[src/rtl/snn_pkg.sv]
// Shared types and helpers for the LIF spiking layer.
// State enum, register offsets, saturating add.
package snn_pkg;

  typedef enum logic [1:0] {
    S_IDLE,
    S_ACCUM,
    S_LEAK,
    S_FIRE
  } state_t;

  // Offsets relative to N_IN*N_NEUR (first non-weight address)
  localparam int OFF_THRESH = 0;
  localparam int OFF_LEAK   = 1;
  localparam int OFF_REFRAC = 2;
  localparam int OFF_MODE   = 3;

  // Signed add clamped to the limits of a w-bit signed value (w <= 31)
  function automatic logic signed [31:0] sat_add(
    input logic signed [31:0] a,
    input logic signed [31:0] b,
    input int                 w
  );
    logic signed [32:0] s;
    logic signed [32:0] hi;
    logic signed [32:0] lo;
    s  = {a[31], a} + {b[31], b};
    hi = (33'sd1 <<< (w - 1)) - 33'sd1;
    lo = -(33'sd1 <<< (w - 1));
    if (s > hi)
      sat_add = signed'(hi[31:0]);
    else if (s < lo)
      sat_add = signed'(lo[31:0]);
    else
      sat_add = signed'(s[31:0]);
  endfunction

endpackage

[src/rtl/snn_lif_neuron.sv]
// One LIF neuron: membrane potential, refractory counter, spike flag.
// Ports: clk/rst_n, i_state/i_idx from FSM, i_snap/i_w/cfg regs in, o_spike out.
module snn_lif_neuron
  import snn_pkg::*;
#(
  parameter int N_IN    = 4,
  parameter int W_WIDTH = 8,
  parameter int V_WIDTH = 12,
  parameter int IDX_W   = 2
) (
  input  logic                             clk,
  input  logic                             rst_n,
  input  state_t                           i_state,
  input  logic [IDX_W-1:0]                 i_idx,
  input  logic [N_IN-1:0]                  i_snap,
  input  logic [N_IN-1:0][W_WIDTH-1:0]     i_w,
  input  logic [V_WIDTH-2:0]               i_thresh,
  input  logic [V_WIDTH-2:0]               i_leak,
  input  logic [3:0]                       i_refrac,
  input  logic                             i_mode,
  output logic                             o_spike
);

  localparam logic signed [V_WIDTH-1:0] VZ = '0;

  logic signed [V_WIDTH-1:0] r_v;
  logic [3:0]                r_cnt;
  logic                      r_spike;

  logic [W_WIDTH-1:0]        w_wsel;
  logic signed [31:0]        w_v32;
  logic signed [31:0]        w_w32;
  logic signed [31:0]        w_sum32;
  logic signed [V_WIDTH-1:0] w_acc;
  logic signed [V_WIDTH-1:0] w_thr;
  logic signed [V_WIDTH-1:0] w_lk;
  logic signed [V_WIDTH-1:0] w_dn;
  logic signed [V_WIDTH-1:0] w_up;
  logic                      w_fire;

  assign w_wsel  = i_w[i_idx];
  assign w_v32   = {{(32-V_WIDTH){r_v[V_WIDTH-1]}}, r_v};
  assign w_w32   = {{(32-W_WIDTH){w_wsel[W_WIDTH-1]}}, w_wsel};
  assign w_sum32 = sat_add(w_v32, w_w32, V_WIDTH);
  assign w_acc   = w_sum32[V_WIDTH-1:0];
  assign w_thr   = $signed({1'b0, i_thresh});
  assign w_lk    = $signed({1'b0, i_leak});
  // Both stay in range: v>0 minus nonneg, v<0 plus nonneg
  assign w_dn    = r_v - w_lk;
  assign w_up    = r_v + w_lk;
  assign w_fire  = (r_v >= w_thr) && (r_cnt == 4'd0);

  always_ff @(posedge clk) begin
    if (!rst_n) begin
      r_v     <= '0;
      r_cnt   <= '0;
      r_spike <= 1'b0;
    end else begin
      case (i_state)
        S_ACCUM: begin
          if (r_cnt == 4'd0 && i_snap[i_idx])
            r_v <= w_acc;
        end
        S_LEAK: begin
          if (r_v > VZ)
            r_v <= (w_dn > VZ) ? w_dn : VZ;
          else if (r_v < VZ)
            r_v <= (w_up < VZ) ? w_up : VZ;
        end
        S_FIRE: begin
          r_spike <= w_fire;
          if (w_fire) begin
            r_v   <= i_mode ? (r_v - w_thr) : VZ;
            r_cnt <= i_refrac;
          end else if (r_cnt != 4'd0) begin
            r_cnt <= r_cnt - 4'd1;
          end
        end
        default: ;
      endcase
    end
  end

  assign o_spike = r_spike;

endmodule

[src/rtl/snn_lif_array.sv]
// Fully connected LIF layer: timestep FSM, config register file, neurons.
// Ports: clk/rst_n, tick/spikes_in -> spikes_out/busy/done, cfg_* reg port.
module snn_lif_array
  import snn_pkg::*;
#(
  parameter int N_IN       = 4,
  parameter int N_NEUR     = 4,
  parameter int W_WIDTH    = 8,
  parameter int V_WIDTH    = 12,
  parameter int ADDR_W     = 8,
  parameter int THRESH_DEF = 64
) (
  input  logic               clk,
  input  logic               rst_n,
  input  logic               tick,
  input  logic [N_IN-1:0]    spikes_in,
  output logic [N_NEUR-1:0]  spikes_out,
  output logic               busy,
  output logic               done,
  input  logic               cfg_we,
  input  logic [ADDR_W-1:0]  cfg_addr,
  input  logic [V_WIDTH-1:0] cfg_wdata,
  output logic [V_WIDTH-1:0] cfg_rdata
);

  localparam int IDX_W = (N_IN > 1) ? $clog2(N_IN) : 1;
  localparam int BASE  = N_IN * N_NEUR;

  localparam logic [ADDR_W-1:0] A_THR = ADDR_W'(BASE + OFF_THRESH);
  localparam logic [ADDR_W-1:0] A_LK  = ADDR_W'(BASE + OFF_LEAK);
  localparam logic [ADDR_W-1:0] A_RF  = ADDR_W'(BASE + OFF_REFRAC);
  localparam logic [ADDR_W-1:0] A_MD  = ADDR_W'(BASE + OFF_MODE);

  localparam logic [V_WIDTH-2:0] THR_RST = (V_WIDTH-1)'(THRESH_DEF);
  localparam logic [V_WIDTH-2:0] LK_RST  = (V_WIDTH-1)'(1);
  localparam logic [IDX_W-1:0]   IDX_MAX = IDX_W'(N_IN - 1);

  state_t                                r_state;
  logic [IDX_W-1:0]                      r_idx;
  logic [N_IN-1:0]                       r_snap;
  logic                                  r_busy;
  logic                                  r_done;
  logic [N_NEUR-1:0][N_IN-1:0][W_WIDTH-1:0] r_w;
  logic [V_WIDTH-2:0]                    r_thresh;
  logic [V_WIDTH-2:0]                    r_leak;
  logic [3:0]                            r_refrac;
  logic                                  r_mode;
  logic [V_WIDTH-1:0]                    r_rdata;
  logic [V_WIDTH-1:0]                    w_rdata;
  logic [N_NEUR-1:0]                     w_spk;
  logic                                  w_unused;

  assign w_unused = cfg_wdata[V_WIDTH-1];

  // busy stays high through the done cycle so a tick there is dropped
  always_ff @(posedge clk) begin
    if (!rst_n) begin
      r_state <= S_IDLE;
      r_idx   <= '0;
      r_snap  <= '0;
      r_busy  <= 1'b0;
      r_done  <= 1'b0;
    end else begin
      r_done <= 1'b0;
      case (r_state)
        S_IDLE: begin
          r_busy <= 1'b0;
          if (tick && !r_busy) begin
            r_snap  <= spikes_in;
            r_idx   <= '0;
            r_busy  <= 1'b1;
            r_state <= S_ACCUM;
          end
        end
        S_ACCUM: begin
          if (r_idx == IDX_MAX)
            r_state <= S_LEAK;
          else
            r_idx <= r_idx + IDX_W'(1);
        end
        S_LEAK:  r_state <= S_FIRE;
        S_FIRE: begin
          r_done  <= 1'b1;
          r_state <= S_IDLE;
        end
        default: r_state <= S_IDLE;
      endcase
    end
  end

  always_ff @(posedge clk) begin
    if (!rst_n) begin
      r_w      <= '0;
      r_thresh <= THR_RST;
      r_leak   <= LK_RST;
      r_refrac <= '0;
      r_mode   <= 1'b0;
    end else if (cfg_we && !r_busy) begin
      for (int n = 0; n < N_NEUR; n++)
        for (int i = 0; i < N_IN; i++)
          if (cfg_addr == ADDR_W'(n * N_IN + i))
            r_w[n][i] <= cfg_wdata[W_WIDTH-1:0];
      if (cfg_addr == A_THR) r_thresh <= cfg_wdata[V_WIDTH-2:0];
      if (cfg_addr == A_LK)  r_leak   <= cfg_wdata[V_WIDTH-2:0];
      if (cfg_addr == A_RF)  r_refrac <= cfg_wdata[3:0];
      if (cfg_addr == A_MD)  r_mode   <= cfg_wdata[0];
    end
  end

  always_comb begin
    w_rdata = '0;
    for (int n = 0; n < N_NEUR; n++)
      for (int i = 0; i < N_IN; i++)
        if (cfg_addr == ADDR_W'(n * N_IN + i))
          w_rdata = {{(V_WIDTH-W_WIDTH){r_w[n][i][W_WIDTH-1]}},
                     r_w[n][i]};
    if (cfg_addr == A_THR) w_rdata = {1'b0, r_thresh};
    if (cfg_addr == A_LK)  w_rdata = {1'b0, r_leak};
    if (cfg_addr == A_RF)  w_rdata = {{(V_WIDTH-4){1'b0}}, r_refrac};
    if (cfg_addr == A_MD)  w_rdata = {{(V_WIDTH-1){1'b0}}, r_mode};
  end

  always_ff @(posedge clk) begin
    if (!rst_n) r_rdata <= '0;
    else        r_rdata <= w_rdata;
  end

  for (genvar n = 0; n < N_NEUR; n++) begin : g_neur
    snn_lif_neuron #(
      .N_IN    (N_IN),
      .W_WIDTH (W_WIDTH),
      .V_WIDTH (V_WIDTH),
      .IDX_W   (IDX_W)
    ) u_neuron (
      .clk      (clk),
      .rst_n    (rst_n),
      .i_state  (r_state),
      .i_idx    (r_idx),
      .i_snap   (r_snap),
      .i_w      (r_w[n]),
      .i_thresh (r_thresh),
      .i_leak   (r_leak),
      .i_refrac (r_refrac),
      .i_mode   (r_mode),
      .o_spike  (w_spk[n])
    );
  end

  assign spikes_out = w_spk;
  assign busy       = r_busy;
  assign done       = r_done;
  assign cfg_rdata  = r_rdata;

endmodule

[config.mk]
export PLATFORM = sky130hd
export DESIGN_NAME = snn_lif_array
export DESIGN_NICKNAME = d
export VERILOG_FILES = /design/src/rtl/snn_pkg.sv /design/src/rtl/snn_lif_neuron.sv /design/src/rtl/snn_lif_array.sv
export SDC_FILE = /design/constraint.sdc
export NUM_CORES = 1
export LEC_CHECK = 0
export ABC_AREA = 1
export BUFFER_PORTS_ARGS = -buffer_cell sky130_fd_sc_hd__buf_2
export CAP_MARGIN = 20
export CELL_PAD_IN_SITES_DETAIL_PLACEMENT = 1
export CELL_PAD_IN_SITES_GLOBAL_PLACEMENT = 2
export CORE_MARGIN = 2
export CORE_UTILIZATION = 36
export DETAILED_ROUTE_END_ITERATION = 10
export GPL_TIMING_DRIVEN = 0
export PLACE_DENSITY = 0.83
export SLEW_MARGIN = 5
export SYNTH_ARGS = -nofsm -noshare
export SYNTH_HDL_FRONTEND = slang
export SYNTH_SLANG_ARGS = --single-unit
[constraint.sdc]
create_clock -name clk -period 3.9 [get_ports clk]
set_input_delay 0.39 -clock clk [delete_from_list [all_inputs] [get_ports clk]]
set_output_delay 0.39 -clock clk [all_outputs]
set_load 0.005 [all_outputs]
==> impl_results.md, run 1 <==
* Crit path max-delay family: simple AND/OR/NAND/NOR gates
* Register area at 0.00491 sq mm
* CP Cell Sequence: inv_1 > ha_1 > buf_2 > nand2_1 > nor2_1 > nand3_1 > nand3_1 > xor2_1 > nand4_1 > nand2_1 > inv_1 > nand3_1 > nand4_1 > nand2_1 > inv_1
* Worst Setup End Kind: flip-flop
* Endpoints failing setup at 0
* Row cnt at 90
* VDD IR max at 0.423 mV
* Worst path max stage delay at 700 ps
* Flops & latches, synth at 245
* Synth Net Count at 3,724
* Achievable frequency at 0.265 GHz
* Non-Filler Instances at 4,384
* Sequential area share after synthesis at 22.4%
* DRT Wirelength at 104,000 um
* YS warnings at 0
* WL per Instance at 23.6 um
* Post-synthesis average cell area at 6.28 sq um
* Clock Latency Late Sink at 610 ps
* Post-route cell area at 0.0246 sq mm
* Vias in the first global route at 24,900
* Number of synthesized flops with an enable pin at 0
* Required time worst endpoint at 4400 ps
* Critical Path AT at 4280 ps
* Largest cells by area after synthesis: dfxtp_1 22%, ha_1 11%, nand2_1 11%
* Vias per cell at 5.60
* Number of DRC markers in iteration 0 at 1,846
* Die X at 251 um
* First-pass GRT wire length at 153,000 um
* FFs w/ async S/R, synth at 0%
* Bufs and invs on worst path at 4
* Die Footprint at 0.0628 sq mm
* Worst Setup SP: r_leak[5]
* Placed cell count at 4,305
* Worst reg2reg path depth at 15
* Largest net degree at the start of global routing at 16
* Hold WC Path Type: in2reg
* FILL cells at 8,012
* CTS buffer count at 31
* Top_reg_cell synth: dfxtp_1
* Layout cells sized above 1 at 7.72%
* Switching share of power at 55.0%
* Most frequent cells in the layout: 634 x nand2_1, 475 x inv_1, 400 x a21oi_1, 373 x nor2_1, 323 x o21ai_0
* Area grow syn2layout at 12.2%
* Vias at 24,600
* Clk buf depth at 3
* P_sw at 10.2 mW
* Final ANT Viol Nets at 0
* Synth Cell Area at 0.0219 sq mm
* Reg power frac at 17.6%
* Clock Tree Root: clkbuf_16
* Slew HR at 21.5%
* Crit Reg-Reg Startpoint: r_leak[5]
* Detailed Place HPWL at 81,700 um
* CTS tree: done
* Combinational power share at 65.7%
* Result of the run: complete, no violations
* Int Pwr at 8.39 mW
* WP depth at 15
* Initial antenna violation count at 5
* GRT Resource Usage Total at 32.0%
* Nets at 3,814
* Hold Path Depth at 3
* Distinct cell type count after synthesis at 62
* Routability cong. at 0.962
* Worst Setup Start Kind: flip-flop
* Crit path capture: g_neur[3].u_neuron.r_v[6]
* Period utilization at 96.8%
* LEAKAGE at 11.5 nW
* CP max FO at 10
* Most common cell after layout, fill and taps aside: nand2_1
* Pwr Density at 758 mW/mm^2
* DIE HEIGHT at 251 um
* Fin. Hold Viols at 0
* Clk sinks at 245
* Area of the multi-input gates at 0.0148 sq mm
* Worst Skew at 20.4 ps
* Drt drc at 0
* Hold buffers post-CTS at 0
* Port Buffer Count at 36
* DR pass1 iterations at 5
* Clk pin slew, worst setup/hold paths at 70 ps
* Total power at 18.6 mW
* I/O Pins at 46
* GRT overflow at 0
* CP Class: reg2reg
* Post-synth top area share at 22.4%
* Max Cap Viol at 0
* Clock group share of total power at 16.7%
* FF-to-FF End: g_neur[3].u_neuron.r_v[6]
* Critical-path top delay cell: dfxtp_1
* Worst R2R Setup Slack at 130 ps
* Largest area contributor in the netlist: dfxtp_1
* Core footprint at 0.0602 sq mm
* RSZ-0062 raised after global routing: true
* Slew Viols, Final at 0
* Placed inst area at 0.0231 sq mm
* Min Tclk post-route at 3770 ps
* Slew @ Worst Pin at 1170 ps
* Post-Synthesis Cells at 3,486
* Hold WS at 104 ps
* H-tree levels at 1
* Starting density of the core at 36.3%
==> cells by family after synthesis <==
family | share of synthesized area [%]
buffers and inverters | 10.9
adders and majority gates | 12.6
AOI/OAI and AO/OA | 21.6
DFF | 22.4
and+or+nand+nor | 28.6
xor gates and xnor gates | 3.93
==> flip-flops by register name (all words and copies together), names as in the netlist <==
register                 cells
r_mode                       1
r_w                        128
r_thresh                    11
g_neur.u_neuron.r_v         48
r_refrac                     4
r_leak                      11
r_state                      2
r_snap                       4
cfg_rdata                   12
busy                         1
r_idx                        2
g_neur.u_neuron.r_cnt       16
done                         1
g_neur.u_neuron.o_spike      4
==> final cells by class <==
class                      instances  share of cell area [%]
antenna                            1                  0.0102
buffer                           119                    2.33
clock buffer                      39                    3.53
clock inverter                    19                   0.892
inverter                         499                    7.73
multi-input combinational       2623                    60.1
sequential                       245                    20.0
tap                              782                    3.98
timing repair buffer              57                    1.43
==> what timing repair did <==
action / 4_1_cts / 5_1_grt
cloned: 0 / 0
gates resized for setup: 44 / 55
endpoints found under the setup margin: 48 / 44
pin swaps: 0 / 6
buffers inserted: 3 / 15
==> how the worst min path moves through the flow <==
| stage | startpoint | endpoint |
|---|---|---|
| floorplan | r_snap[1] | r_snap[1] |
| global placement | r_snap[2] | r_snap[2] |
| detailed placement | r_snap[2] | r_snap[2] |
| CTS | spikes_in[1] | r_snap[1] |
| global route | spikes_in[0] | r_snap[0] |
| finish | spikes_in[1] | r_snap[1] |
==> metrics by stage <==
stage / utilization, % / setup WS (ps) / setup TNS [ps]
global route: 40.8 / -4.78 / -7.87
detailed placement: 38.3 / -753 / -20300
floorplan: - / 812 / 0
finish: 40.8 / 125 / 0
CTS: 40.3 / -33.6 / -37.0
global placement: 38.3 / -623 / -14900
==> cells in the mapped netlist, types with 16 or more instances <==
library cell and n:
xor2_1 81, ha_1 194, o22ai_1 18, nor2_1 376, nand3_1 228, clkbuf_1 81, fa_1 16, nand2_1 637
o21ai_0 328, buf_2 18, a21o_1 16, inv_1 482, nand4_1 76, a21oi_1 411, dfxtp_1 245, nor3_1 47
==> power groups by stage <==
| stage | clock [mW] | combinational, mW | sequential [mW] |
|---|---|---|---|
| final | 3.11 | 12.2 | 3.28 |
| after global routing | 3.25 | 13.5 | 3.29 |
| after CTS | 3.14 | 11.9 | 3.26 |
| after detailed placement | 0 | 11.7 | 3.32 |
| after global placement | 0 | 11.4 | 3.30 |
| after floorplan | 0 | 8.04 | 3.06 |
==> layer usage <==
layer	track usage (%)	part of all wire (%)	vias up
met5	0	0.0087	-
met4	13.8	4.5	2
met3	3.63	5.7	204
met2	54.7	47	703
met1	40.6	43	11900
li1	-	-	11700
==> tightest hold or removal path, delay by kind of cell <==
kind                   cells  cell delay (ps)
AO/OA/AOI/OAI              2              190
buffers and inverters      1              100
No activity file was read; power rests on OpenSTA's default activity.
==> run 2: changes to the inputs <==
--- a/config.mk
+++ b/config.mk
@@ -11,10 +11,10 @@
 export CELL_PAD_IN_SITES_DETAIL_PLACEMENT = 1
 export CELL_PAD_IN_SITES_GLOBAL_PLACEMENT = 2
 export CORE_MARGIN = 2
-export CORE_UTILIZATION = 36
+export CORE_UTILIZATION = 39
 export DETAILED_ROUTE_END_ITERATION = 10
 export GPL_TIMING_DRIVEN = 0
-export PLACE_DENSITY = 0.83
+export PLACE_DENSITY = 0.89
 export SLEW_MARGIN = 5
 export SYNTH_ARGS = -nofsm -noshare
 export SYNTH_HDL_FRONTEND = slang
==> constraint.sdc (replaced) <==
create_clock -name clk -period 4.7 [get_ports clk]
set_input_delay 0.47 -clock clk [delete_from_list [all_inputs] [get_ports clk]]
set_output_delay 0.47 -clock clk [all_outputs]
set_load 0.005 [all_outputs]
==> impl_results.md, run 2 (synthesis results as in run 1) <==
* Crit path capture: g_neur[0].u_neuron.r_v[7]
* Slew @ Worst Pin at 1200 ps
* Worst Setup Start Kind: flip-flop
* Routed met3 length at 7180 um
* Endpoints failing setup at 0
* Worst path max stage delay at 620 ps
* LEAKAGE at 11.5 nW
* Area grow syn2layout at 10.9%
* First-pass GRT wire length at 154,000 um
* I/O Pins at 46
* GRT overflow at 0
* Wire length on met2 at 47,400 um
* Routability cong. at 0.995
* CP max FO at 10
* Detailed Place HPWL at 81,100 um
* Worst Setup End Kind: flip-flop
* GRT Resource Usage Total at 35.6%
* Row cnt at 86
* H-tree levels at 2
* CP Class: reg2reg
* Slew Viols, Final at 0
* Most frequent cells in the layout: 637 x nand2_1, 482 x inv_1, 407 x a21oi_1, 376 x nor2_1, 327 x o21ai_0
* TNS Setup at 0 ps
* Layout cells sized above 1 at 5.94%
* Achievable frequency at 0.222 GHz
* Placed cell count at 4,272
* Largest net degree at the start of global routing at 13
* Vias per cell at 5.77
* Max Cap Viol at 0
* Clock Latency Late Sink at 580 ps
* Die X at 241 um
* Largest registers: r_w x128, g_neur.u_neuron.r_v x48, g_neur.u_neuron.r_cnt x16
* Met1 Wirelength at 43,500 um
* Vias in the first global route at 25,300
* CP Cell Sequence: inv_2 > clkbuf_1 > o21ai_0 > o22ai_1 > ha_1 > inv_1 > fa_1 > inv_1 > a21oi_1 > o21ai_2 > nand3_1 > nand3_1 > nand2_1 > nand2_1 > inv_1 > nand3_2 > nand2_1 > or2_0 > nand3_1 > nand2_1 > inv_1
* DIE HEIGHT at 241 um
* Critical-path top delay cell: clkbuf_1
* Worst R2R Setup Slack at 210 ps
* DRT Wirelength at 104,000 um
* Most common cell after layout, fill and taps aside: nand2_1
* Die Footprint at 0.0580 sq mm
* Min Tclk post-route at 4490 ps
* Period utilization at 95.6%
* WL per Instance at 24.0 um
* FF-to-FF End: g_neur[0].u_neuron.r_v[7]
* Port Buffer Count at 36
* Biggest register: r_w
* DR pass1 iterations at 5
* Max reg flops at 128
* Worst reg2reg path depth at 21
* Required time worst endpoint at 5180 ps
* Vias at 25,000
* Worst Skew at 47.4 ps
* Fin. Hold Viols at 0
* Clk pin slew, worst setup/hold paths at 60 ps
* Result of the run: complete, no violations
* Final ANT Viol Nets at 0
* Non-Filler Instances at 4,336
* CTS buffer count at 34
* Nets at 3,798
* Top Layer Used: met5
* FILL cells at 7,500
* Worst Setup SP: r_idx[1]
* Initial antenna violation count at 5
* Hold WS at 202 ps
* Postcts setup bufs at 0
* Total power at 15.5 mW
* Hold buffers post-CTS at 0
* Clk sinks at 245
* Crit Reg-Reg Startpoint: r_idx[1]
* CTS tree: done
* Critical Path AT at 4970 ps
* Slew HR at 20.1%
* Number of DRC markers in iteration 0 at 1,888
* Drt drc at 0
* Core footprint at 0.0553 sq mm
* Pwr Density at 640 mW/mm^2
* Starting density of the core at 39.6%
* Clk buf depth at 3
* VDD IR max at 0.283 mV
* Clock Tree Root: clkbuf_16
* Hold WC Path Type: in2reg
run 2: changes by cell type in the layout (fill, tap and decap cells not counted), sizes merged:
cell | before | now
clkbuf | 116 | 126
clkinvlp | 10 | 3
inv | 492 | 496
bufinv | 4 | 7
buf | 99 | 74
diode | 1 | 2
run 2: repair_timing:
action	CTS	global route
gates resized for setup	1	17
hold endpoints to repair	0	0
endpoints found under the setup margin	1	21
run 2: final cells by class:
class,count,area [sq um],area share [%]
clock buffers,43,925,3.81
inverters,499,1870,7.71
well taps,748,936,3.85
clock inverters,19,300,1.24
multi-input cells,2623,14600,60.2
repair buffers,38,200,0.824
plain buffers,119,520,2.14
flip-flops and latches,245,4900,20.2
diodes,2,5.00,0.0206
run 2: power by group:
part / leakage (nW) / total (mW) / switching, mW / internal [mW]
Sequential: 1.99 / 2.69 / 0.392 / 2.30
Clock: 0.593 / 2.93 / 1.14 / 1.79
Combinational: 8.89 / 9.92 / 6.93 / 3.00
Total: 11.5 / 15.5 / 8.46 / 7.08
run 2: per-stage QoR:
step	utilization, %	setup slack (ps)	instance area [sq um]
6_report	43.9	205	24300
3_3_place_gp	41.6	-33.6	23000
2_1_floorplan	-	1610	21900
4_1_cts	43.9	17.7	24300
5_1_grt	43.9	-33.4	24300
3_5_place_dp	41.6	-122	23000
run 2: worst min-delay path by stage:
| stage | slack, ps | cells past startpoint | start | to |
|---|---|---|---|---|
| after floorplan | 420 | 2 | r_snap[1] | r_snap[1] |
| after global placement | 440 | 2 | r_snap[3] | r_snap[3] |
| after detailed placement | 460 | 2 | r_snap[1] | r_snap[1] |
| after CTS | 180 | 3 | spikes_in[1] | r_snap[1] |
| after global routing | 230 | 3 | spikes_in[1] | r_snap[1] |
| final | 200 | 3 | spikes_in[1] | r_snap[1] |
run 2: routing by layer:
metal	vias to the layer above	track usage (%)
met2	883	58.8
met1	12200	45.3
li1	11700	-
met4	2	18.2
met3	265	5.01
met5	-	0
run 2: worst max-delay path: cells and delay by family, from the launching register on:
kind,cells,cell delay (ps)
and+or+nand+nor,9,1270
buffers and inverters,6,1110
AOI/OAI and AO/OA,4,890
adders and majority gates,2,660
DFF,1,460
==> run 3: changes to the inputs <==
--- a/config.mk
+++ b/config.mk
@@ -6,15 +6,15 @@
 export NUM_CORES = 1
 export LEC_CHECK = 0
 export ABC_AREA = 1
-export BUFFER_PORTS_ARGS = -buffer_cell sky130_fd_sc_hd__buf_2
 export CAP_MARGIN = 20
 export CELL_PAD_IN_SITES_DETAIL_PLACEMENT = 1
 export CELL_PAD_IN_SITES_GLOBAL_PLACEMENT = 2
 export CORE_MARGIN = 2
 export CORE_UTILIZATION = 39
 export DETAILED_ROUTE_END_ITERATION = 10
+export DONT_BUFFER_PORTS = 1
 export GPL_TIMING_DRIVEN = 0
-export PLACE_DENSITY = 0.89
+export PLACE_DENSITY = 0.88
 export SLEW_MARGIN = 5
 export SYNTH_ARGS = -nofsm -noshare
 export SYNTH_HDL_FRONTEND = slang
==> impl_results.md, run 3 (synthesis results as in run 1) <==
* First-pass GRT wire length at 153,000 um
* Max reg flops at 128
* Result of the run: complete, no violations
* Worst Setup Start Kind: flip-flop
* Port Buffer Count at 0
* Endpoints failing setup at 0
* Hold Path Depth at 2
* Routability cong. at 0.954
* Crit Reg-Reg Startpoint: r_idx[1]
* Postcts setup bufs at 0
* TNS Setup at 0 ps
* Die Footprint at 0.0580 sq mm
* H-tree levels at 1
* Core footprint at 0.0553 sq mm
* Period utilization at 96.8%
* RSZ-0062 raised after global routing: false
* Clk buf depth at 3
* Worst path max stage delay at 690 ps
* LEAKAGE at 11.2 nW
* Fin. Hold Viols at 0
* Clock Latency Late Sink at 610 ps
* Worst R2R Setup Slack at 150 ps
* CTS tree: done
* CTS buffer count at 30
* VDD IR max at 0.309 mV
* Slew Viols, Final at 0
* Final ANT Viol Nets at 0
* DIE HEIGHT at 241 um
* Min Tclk post-route at 4550 ps
* GRT overflow at 0
* Achievable frequency at 0.220 GHz
* I/O Pins at 46
* FILL cells at 7,485
* FF-to-FF End: g_neur[3].u_neuron.r_v[6]
* Most common cell after layout, fill and taps aside: nand2_1
* Hold buffers post-CTS at 0
* CP Class: reg2reg
* Hold WS at 73.8 ps
* GRT Resource Usage Total at 35.2%
* Worst reg2reg path depth at 18
* Final Core Density at 43.4%
* CP Cell Sequence: inv_2 > clkbuf_1 > o21ai_0 > a21oi_1 > a21oi_1 > ha_1 > a21oi_1 > nor2_1 > a211oi_1 > nand3_1 > xor2_1 > nor2_1 > inv_1 > nor2_1 > nor2_1 > nand4_1 > nand2_1 > inv_1
* Clk pin slew, worst setup/hold paths at 60 ps
* Max Cap Viol at 0
* Number of DRC markers in iteration 0 at 1,706
* Detailed Place HPWL at 80,800 um
* Critical-path top delay cell: a21oi_1
* Area grow syn2layout at 9.60%
* DRT Wirelength at 103,000 um
* Slew HR at 23.2%
* Clk sinks at 245
* Vias at 24,600
* Biggest register: r_w
* Layout cells sized above 1 at 4.80%
* Clock Tree Root: clkbuf_16
* Largest net degree at the start of global routing at 16
* Drt drc at 0
* Most frequent CP cell: nor2_1
* DR pass1 iterations at 5
* Most frequent cells in the layout: 637 x nand2_1, 482 x inv_1, 408 x a21oi_1, 376 x nor2_1, 328 x o21ai_0
* Critical Path AT at 5050 ps
* Post-route cell area at 0.0240 sq mm
* Vias in the first global route at 25,100
* Placed inst area at 0.0229 sq mm
* Initial antenna violation count at 7
* Worst Setup End Kind: flip-flop
* Starting density of the core at 39.6%
* WL per Instance at 24.0 um
* Required time worst endpoint at 5200 ps
* Min-Delay Startpoint: spikes_in[3]
* Pwr Density at 633 mW/mm^2
* Vias per cell at 5.72
* Slew @ Worst Pin at 1150 ps
* Largest registers: r_w x128, g_neur.u_neuron.r_v x48, g_neur.u_neuron.r_cnt x16
* Hold Path Sink: r_snap[3]
* Nets at 3,759
* Worst Skew at 16.8 ps
* Row cnt at 86
* Hold WC Path Type: in2reg
* Die X at 241 um
* CP max FO at 10
==> run 3: worst max-delay path by stage <==
stage	cells past startpoint	to	from	slack, ps
floorplan	22	g_neur[3].u_neuron.r_v[5]	r_idx[0]	1610
detailed placement	21	g_neur[1].u_neuron.r_v[9]	r_idx[0]	-2
finish	18	g_neur[3].u_neuron.r_v[6]	r_idx[1]	150
CTS	19	g_neur[1].u_neuron.r_v[2]	r_idx[0]	20
global placement	21	g_neur[1].u_neuron.r_v[9]	r_idx[0]	40
global route	21	g_neur[1].u_neuron.r_v[9]	r_idx[0]	30
==> run 3: what timing repair did <==
item | 4_1_cts | 5_1_grt
pin swaps | 0 | 0
gates resized for setup | 1 | 11
endpoints found under the setup margin | 1 | 13
gates cloned | 0 | 0
==> run 3: layout make-up <==
type	count	area [sq um]	area share [%]
multi-input cells	2623	14600	61.0
flip-flops and latches	245	4900	20.4
inverters	499	1870	7.81
well taps	748	936	3.90
clock buffers	40	858	3.58
plain buffers	119	517	2.15
clock inverters	15	226	0.944
repair buffers	3	30.0	0.125
diodes	6	15.0	0.0626
==> run 3: per-layer routing <==
layer,global-route usage [%],up-vias,wire [um]
li1,-,11600,-
met1,44.4,12000,44600
met2,58.6,708,46800
met3,5.26,224,6180
met4,17.3,4,5600
met5,0,-,30
==> run 3: worst max-delay path, delay by kind of cell, from the launching register on <==
family / cells / cell delay (ps)
simple gates: 7 / 880
flops: 1 / 680
fa+ha+maj: 1 / 410
compound gates: 5 / 1410
xor+xnor: 1 / 190
buf+inv: 4 / 860
==> run 3: through the flow <==
step / setup slack (ps) / power (mW) / std cells
2_1_floorplan: 1610 / 9.21 / 3486
3_3_place_gp: 42.2 / 12.0 / 4234
3_5_place_dp: -2.33 / 12.4 / 4237
4_1_cts: 21.2 / 15.0 / 4292
5_1_grt: 28.6 / 16.3 / 4294
6_report: 149 / 15.2 / 4298
==> run 3: power breakdown <==
group	leakage (nW)	internal (mW)	total, mW	switching (mW)
Combinational	8.72	2.98	9.86	6.88
Clock	0.525	1.55	2.60	1.05
Sequential	1.99	2.30	2.71	0.417
